`src/rtl/serializer_pkg.sv`:
```
// Shared definitions for the word serializer: FSM state encoding and the
// ceiling-log2 helper that sizes the lane index.
package serializer_pkg;

    typedef enum logic {
        IDLE = 1'b0,
        SEND = 1'b1
    } state_e;

    function automatic int clog2(input int value);
        int r;
        r = 0;
        for (int v = value - 1; v > 0; v = v >> 1) begin
            r++;
        end
        return r;
    endfunction

endpackage

```
`src/rtl/lane_select.sv`:
```
// Combinational mux returning lane idx_i of word_i; lane 0 is the least
// significant LANE_W bits.
import serializer_pkg::*;

module lane_select #(
    parameter  int WORD_W = 32,
    parameter  int LANE_W = 8,
    localparam int LANES  = WORD_W / LANE_W,
    localparam int IDX_W  = clog2(LANES)
) (
    input  logic [WORD_W-1:0] word_i,
    input  logic [IDX_W-1:0]  idx_i,
    output logic [LANE_W-1:0] lane_o
);

    always_comb begin
        lane_o = '0;
        for (int j = 0; j < LANES; j++) begin
            if (idx_i == IDX_W'(j)) begin
                lane_o = word_i[j*LANE_W +: LANE_W];
            end
        end
    end

endmodule

```
`src/rtl/word_serializer.sv`:
```
// Splits WORD_W-bit words into LANE_W-bit lanes, LSB- or MSB-first, with a
// zero-bubble handoff between words. Define SERIALIZER_SKIP_ZERO_EN to drop zero lanes.
import serializer_pkg::*;

module word_serializer #(
    parameter  int WORD_W = 32,
    parameter  int LANE_W = 8,
    localparam int LANES  = WORD_W / LANE_W,
    localparam int IDX_W  = clog2(LANES)
) (
    input  logic              clk,
    input  logic              reset_n,
    input  logic              in_valid,
    input  logic [WORD_W-1:0] in_word,
    input  logic              in_msb_first,
    output logic              in_ready,
    output logic              out_valid,
    output logic [LANE_W-1:0] out_lane,
    output logic [IDX_W-1:0]  out_idx,
    output logic              out_last,
    input  logic              out_ready
);

    state_e              state_q, state_d;
    logic [WORD_W-1:0]   word_q, word_d;
    logic                msb_q, msb_d;
    logic [IDX_W-1:0]    idx_q, idx_d;

    logic [LANES-1:0]    cand_in, cand_held;
    logic [IDX_W:0]      first_res, next_res;
    logic [IDX_W-1:0]    first_idx;
    int                  first_start, next_from;
    logic                load, fire;

    // Nearest candidate lane at or beyond 'from' in the travel direction;
    // MSB bit of the result flags whether one exists.
    function automatic logic [IDX_W:0] find_lane(input logic [LANES-1:0] cand,
                                                 input int from,
                                                 input logic msb);
        logic             found;
        logic [IDX_W-1:0] idx;
        found = 1'b0;
        idx   = '0;
        if (msb) begin
            for (int j = 0; j < LANES; j++) begin
                if (cand[j] && j <= from) begin
                    found = 1'b1;
                    idx   = IDX_W'(j);
                end
            end
        end else begin
            for (int j = LANES - 1; j >= 0; j--) begin
                if (cand[j] && j >= from) begin
                    found = 1'b1;
                    idx   = IDX_W'(j);
                end
            end
        end
        return {found, idx};
    endfunction

`ifdef SERIALIZER_SKIP_ZERO_EN
    function automatic logic [LANES-1:0] lane_nonzero(input logic [WORD_W-1:0] w);
        logic [LANES-1:0] nz;
        for (int j = 0; j < LANES; j++) begin
            nz[j] = |w[j*LANE_W +: LANE_W];
        end
        return nz;
    endfunction

    assign cand_in   = lane_nonzero(in_word);
    assign cand_held = lane_nonzero(word_q);
`else
    assign cand_in   = '1;
    assign cand_held = '1;
`endif

    // An all-zero word (skip mode) still emits its first-order lane.
    assign first_start = in_msb_first ? LANES - 1 : 0;
    assign first_res   = find_lane(cand_in, first_start, in_msb_first);
    assign first_idx   = first_res[IDX_W] ? first_res[IDX_W-1:0] : IDX_W'(first_start);

    assign next_from = msb_q ? int'(idx_q) - 1 : int'(idx_q) + 1;
    assign next_res  = find_lane(cand_held, next_from, msb_q);

    always_ff @(posedge clk or negedge reset_n) begin
        if (!reset_n) begin
            state_q <= IDLE;
            word_q  <= '0;
            msb_q   <= 1'b0;
            idx_q   <= '0;
        end else begin
            state_q <= state_d;
            word_q  <= word_d;
            msb_q   <= msb_d;
            idx_q   <= idx_d;
        end
    end

    always_comb begin
        state_d   = state_q;
        word_d    = word_q;
        msb_d     = msb_q;
        idx_d     = idx_q;
        out_valid = 1'b0;
        out_last  = 1'b0;
        in_ready  = 1'b0;

        case (state_q)
            IDLE: begin
                in_ready = reset_n;
            end
            SEND: begin
                out_valid = 1'b1;
                out_last  = ~next_res[IDX_W];
                in_ready  = reset_n & out_last & out_ready;
            end
            default: ;
        endcase

        load = in_valid & in_ready;
        fire = out_valid & out_ready;

        if (load) begin
            state_d = SEND;
            word_d  = in_word;
            msb_d   = in_msb_first;
            idx_d   = first_idx;
        end else if (fire) begin
            if (out_last) begin
                state_d = IDLE;
            end else begin
                idx_d = next_res[IDX_W-1:0];
            end
        end
    end

    assign out_idx = idx_q;

    lane_select #(
        .WORD_W (WORD_W),
        .LANE_W (LANE_W)
    ) u_lane_select (
        .word_i (word_q),
        .idx_i  (idx_q),
        .lane_o (out_lane)
    );

endmodule

```
`config.mk`:
```
export PLATFORM = sky130hd
export DESIGN_NAME = word_serializer
export DESIGN_NICKNAME = d
export VERILOG_FILES = /design/src/rtl/serializer_pkg.sv /design/src/rtl/lane_select.sv /design/src/rtl/word_serializer.sv
export SDC_FILE = /design/constraint.sdc
export NUM_CORES = 1
export LEC_CHECK = 0
export BUFFER_PORTS_ARGS = -buffer_cell sky130_fd_sc_hd__buf_2
export CORE_MARGIN = 2
export CORE_UTILIZATION = 55
export CTS_CLUSTER_SIZE = 40
export DETAILED_ROUTE_END_ITERATION = 6
export PLACE_DENSITY = 0.83
export SETUP_SLACK_MARGIN = 0.2
export SYNTH_ARGS = -nofsm -noshare
export SYNTH_HDL_FRONTEND = slang
export SYNTH_SLANG_ARGS = --single-unit
export TNS_END_PERCENT = 30
```
`constraint.sdc`:
```
create_clock -name clk -period 5.19 [get_ports clk]
set_input_delay 0.2595 -clock clk [delete_from_list [all_inputs] [get_ports clk]]
set_output_delay 0.2595 -clock clk [all_outputs]
set_load 0.02 [all_outputs]
```
==> flow_metrics.tcl <==
set metrics [dict create \
    n_antenna_cell 0 \
    synth-compound-area-share_pct 13.0 \
    ant_nets 0 \
    n_fill_cell 293 \
    drc 0 \
    syn_nets 208 \
    status "finished, final reports clean" \
    yosys.area_share.simple_pct 10.6 \
    combPwrFrac_pct 52.0 \
    core_sq_mm 0.00336 \
    h-tree-depth 2 \
    cts_buffer_depth 2 \
    synth-xor-area-share_pct 0 \
    yosysWarnings 0 \
    p_leak_nw 1.04 \
    yosysTopAreaCell "dfrtp_1" \
    clkTransAtPathRegs_ns 0.12 \
    cts_root_buffer "clkbuf_4" \
    min_period_ns 2.91 \
    port_buffers 49 \
    pre_cts_ws_ns 2.29 \
    switching_share_pct 41.1 \
    overflow 0 \
    slew_viol_final 0 \
    synthDominantCellAreaShare_pct 46.7 \
    powerDensity_mw_per_mm2 640 \
    layout.nets 257 \
    die_w_um 63.2 \
    tightestPinTransition_ns 1.16 \
    hold_viol 0 \
    criticalPathCategory "flip-flop to flip-flop" \
    cts_num_sinks 36 \
    grt_max_degree 41 \
    grt_pass1_wl_mm 6.21 \
    grt_pass1_vias 1312 \
    gp_congestion 0.885 \
    dp_hpwl_mm 2.56 \
    drv_cap 0 \
    synth.distinct_cells 32 \
    fin_skew_ns 0.0121 \
    synthesis.area_sq_mm 0.00193 \
    numCtsBuffers 5 \
    crit_arrival_ns 3.14 \
    critPathRequiredTime_ns 5.43 \
    ys_seq_area_share_pct 46.7 \
    synth_mux_area_share_pct 22.0 \
    dieArea_sq_mm 0.00400 \
    p_switching_w 0.000592 \
    dr.pass1.iters 4 \
    tns_ns 0 \
    p_int_w 0.000848 \
    syn2layout_area_growth_pct 16.5 \
    yosys.area_share.adder_pct 3.89 \
    hold_path_class "input pin to flip-flop" \
    io_pins 50 \
    avgSynthCellArea_sq_um 11.7 \
    vias 1426 \
    synth_area_leaders "dfrtp_1 47%, mux2_2 12%, mux2_4 8.6%" \
    finalCritPeriodShare_pct 56.0 \
    pwr-share-seq_pct 36.7 \
    drt_wl_total_mm 3.78 \
    ctsResizeCount 0 \
    cp-end-kind "flip-flop" \
    power_frac_clock_pct 11.3 \
    antenna_found_initial 0 \
    drive_above_1_share_pct 42.3 \
    slew_headroom_pct 22.3 \
    synthCells 165 \
    path_max_fanout 34 \
    via_per_inst 5.46 \
    clock_latency_ns 0.35 \
    peakVddDrop_v 0.000334 \
    die_h_um 63.2 \
    max_freq_ghz 0.344 \
    synth_top_family_by_area "multiplexers" \
    num_rows 21 \
    rsz0062_at_grt "false" \
    tritoncts "built" \
    setup_viol 0 \
    post_drt_wl_per_cell_um 14.5 \
    initial_core_util_pct 57.4 \
    grt_usage_pct 20.1 \
    start_kind "flip-flop" \
    drt-initial-drc-count 82 \
    ys_ff_latch 36 \
    timing.final.ws_setup_ns 2.28 \
]
## per-stage QoR
stage               std cells  util [%]  area (sq um)  hold slack [ns]  power [W]
global route              261      66.9          2250            0.116    0.00155
floorplan                 165         -          1930          -0.0361    0.00110
CTS                       261      66.9          2250            0.118    0.00145
detailed placement        252      64.7          2180            0.340    0.00128
global placement          252      64.7          2180            0.337    0.00126
finish                    261      66.9          2250            0.130    0.00144
## flip-flops by register name, indices dropped and copies added (netlist names)
signal	flops
msb_q	1
word_q	32
state_q	1
out_idx	2
## kinds of logic (layout without fill, tap and decap cells)
| group | count (synthesis) | count (layout) |
|---|---|---|
| flops | 36 | 36 |
| compound gates | 37 | 37 |
| buf+inv | 12 | 62 |
| simple gates | 40 | 40 |
| mux | 34 | 34 |
| fa+ha+maj | 6 | 6 |
## per-layer routing
layer  GRT usage (%)  vias up  share of wire (%)
li1                -      695                  -
met1            27.0      674                 43
met2            31.3       51                 49
met3            6.96        6                7.2
met4            5.43        0                1.2
met5               0        -                  0
## worst max-delay path, stage by stage (launching register included)
cell	delay, ns
dfrtp_1	0.51
inv_1	0.21
ha_1	0.40
mux2_4	0.25
nand2_2	0.08
a21oi_4	0.90
mux2_2	0.42
## placed cells by master (no fill, tap or decap), types with 5 or more instances in the layout
cell type / count
dfrtp_1: 36
nand2_1: 18
mux2_4: 11
mux2_2: 21
buf_2: 49
nand3b_1: 5
a21oi_1: 13
ha_1: 6
o21ai_0: 5
clkbuf_4: 5
## path summary, 6_finish.rpt
check	cells after the start	endpoint	slack (ns)	from
min in group asynchronous	3	out_idx[0]$_DFFE_PN0P_	0.48	reset_n
setup reg to reg	6	word_q[2]$_DFFE_PN0P_	2.28	out_idx[0]$_DFFE_PN0P_
hold reg to reg	1	word_q[25]$_DFFE_PN0P_	0.50	word_q[25]$_DFFE_PN0P_
hold / removal	2	word_q[5]$_DFFE_PN0P_	0.13	in_word[5]
max in group asynchronous	3	word_q[15]$_DFFE_PN0P_	4.38	reset_n
setup / recovery	6	word_q[2]$_DFFE_PN0P_	2.28	out_idx[0]$_DFFE_PN0P_
## cell usage after synthesis
cell / n
and3_1: 1
a22o_1: 2
dfrtp_1: 36
nor2_1: 3
o22ai_1: 1
nor4_1: 1
nand4b_1: 1
mux2_1: 2
a21oi_1: 13
a21o_1: 2
nand3_1: 1
nand2b_1: 2
o32ai_1: 1
o21ai_0: 5
clkbuf_1: 5
and2_1: 2
nor2b_1: 4
inv_1: 3
o32a_1: 1
mux2_4: 11
a21oi_4: 1
nand3b_1: 5
nand2_1: 18
ha_1: 6
mux2_2: 21
buf_6: 4
or3_1: 1
nand2_2: 1
a221oi_1: 4
o31ai_1: 4
o41ai_1: 1
a31oi_1: 2
## power by group through the flow
stage          sequential, W  combinational, W  clock [W]
2_1_floorplan       0.000513          0.000589          0
3_3_place_gp        0.000527          0.000733          0
3_5_place_dp        0.000533          0.000747          0
4_1_cts             0.000528          0.000753   0.000165
5_1_grt             0.000546          0.000828   0.000177
6_report            0.000529          0.000749   0.000163
## what timing repair did
| action | in CTS | in global routing |
|---|---|---|
| endpoints found under the hold margin | 36 | 0 |
| buffers inserted | 0 | 0 |
| hold buffers | 1 | 0 |
## final cells by class
type / instances / area, sq um / area share [%]
well taps: 46 / 57.6 / 2.56
repair buffers: 51 / 263 / 11.7
clock buffers: 7 / 55.1 / 2.45
inverters: 3 / 11.3 / 0.501
multi-input cells: 117 / 955 / 42.4
flip-flops and latches: 36 / 901 / 40.0
clock inverters: 1 / 7.51 / 0.334
Note: power is estimated with default switching activity, not from simulation.
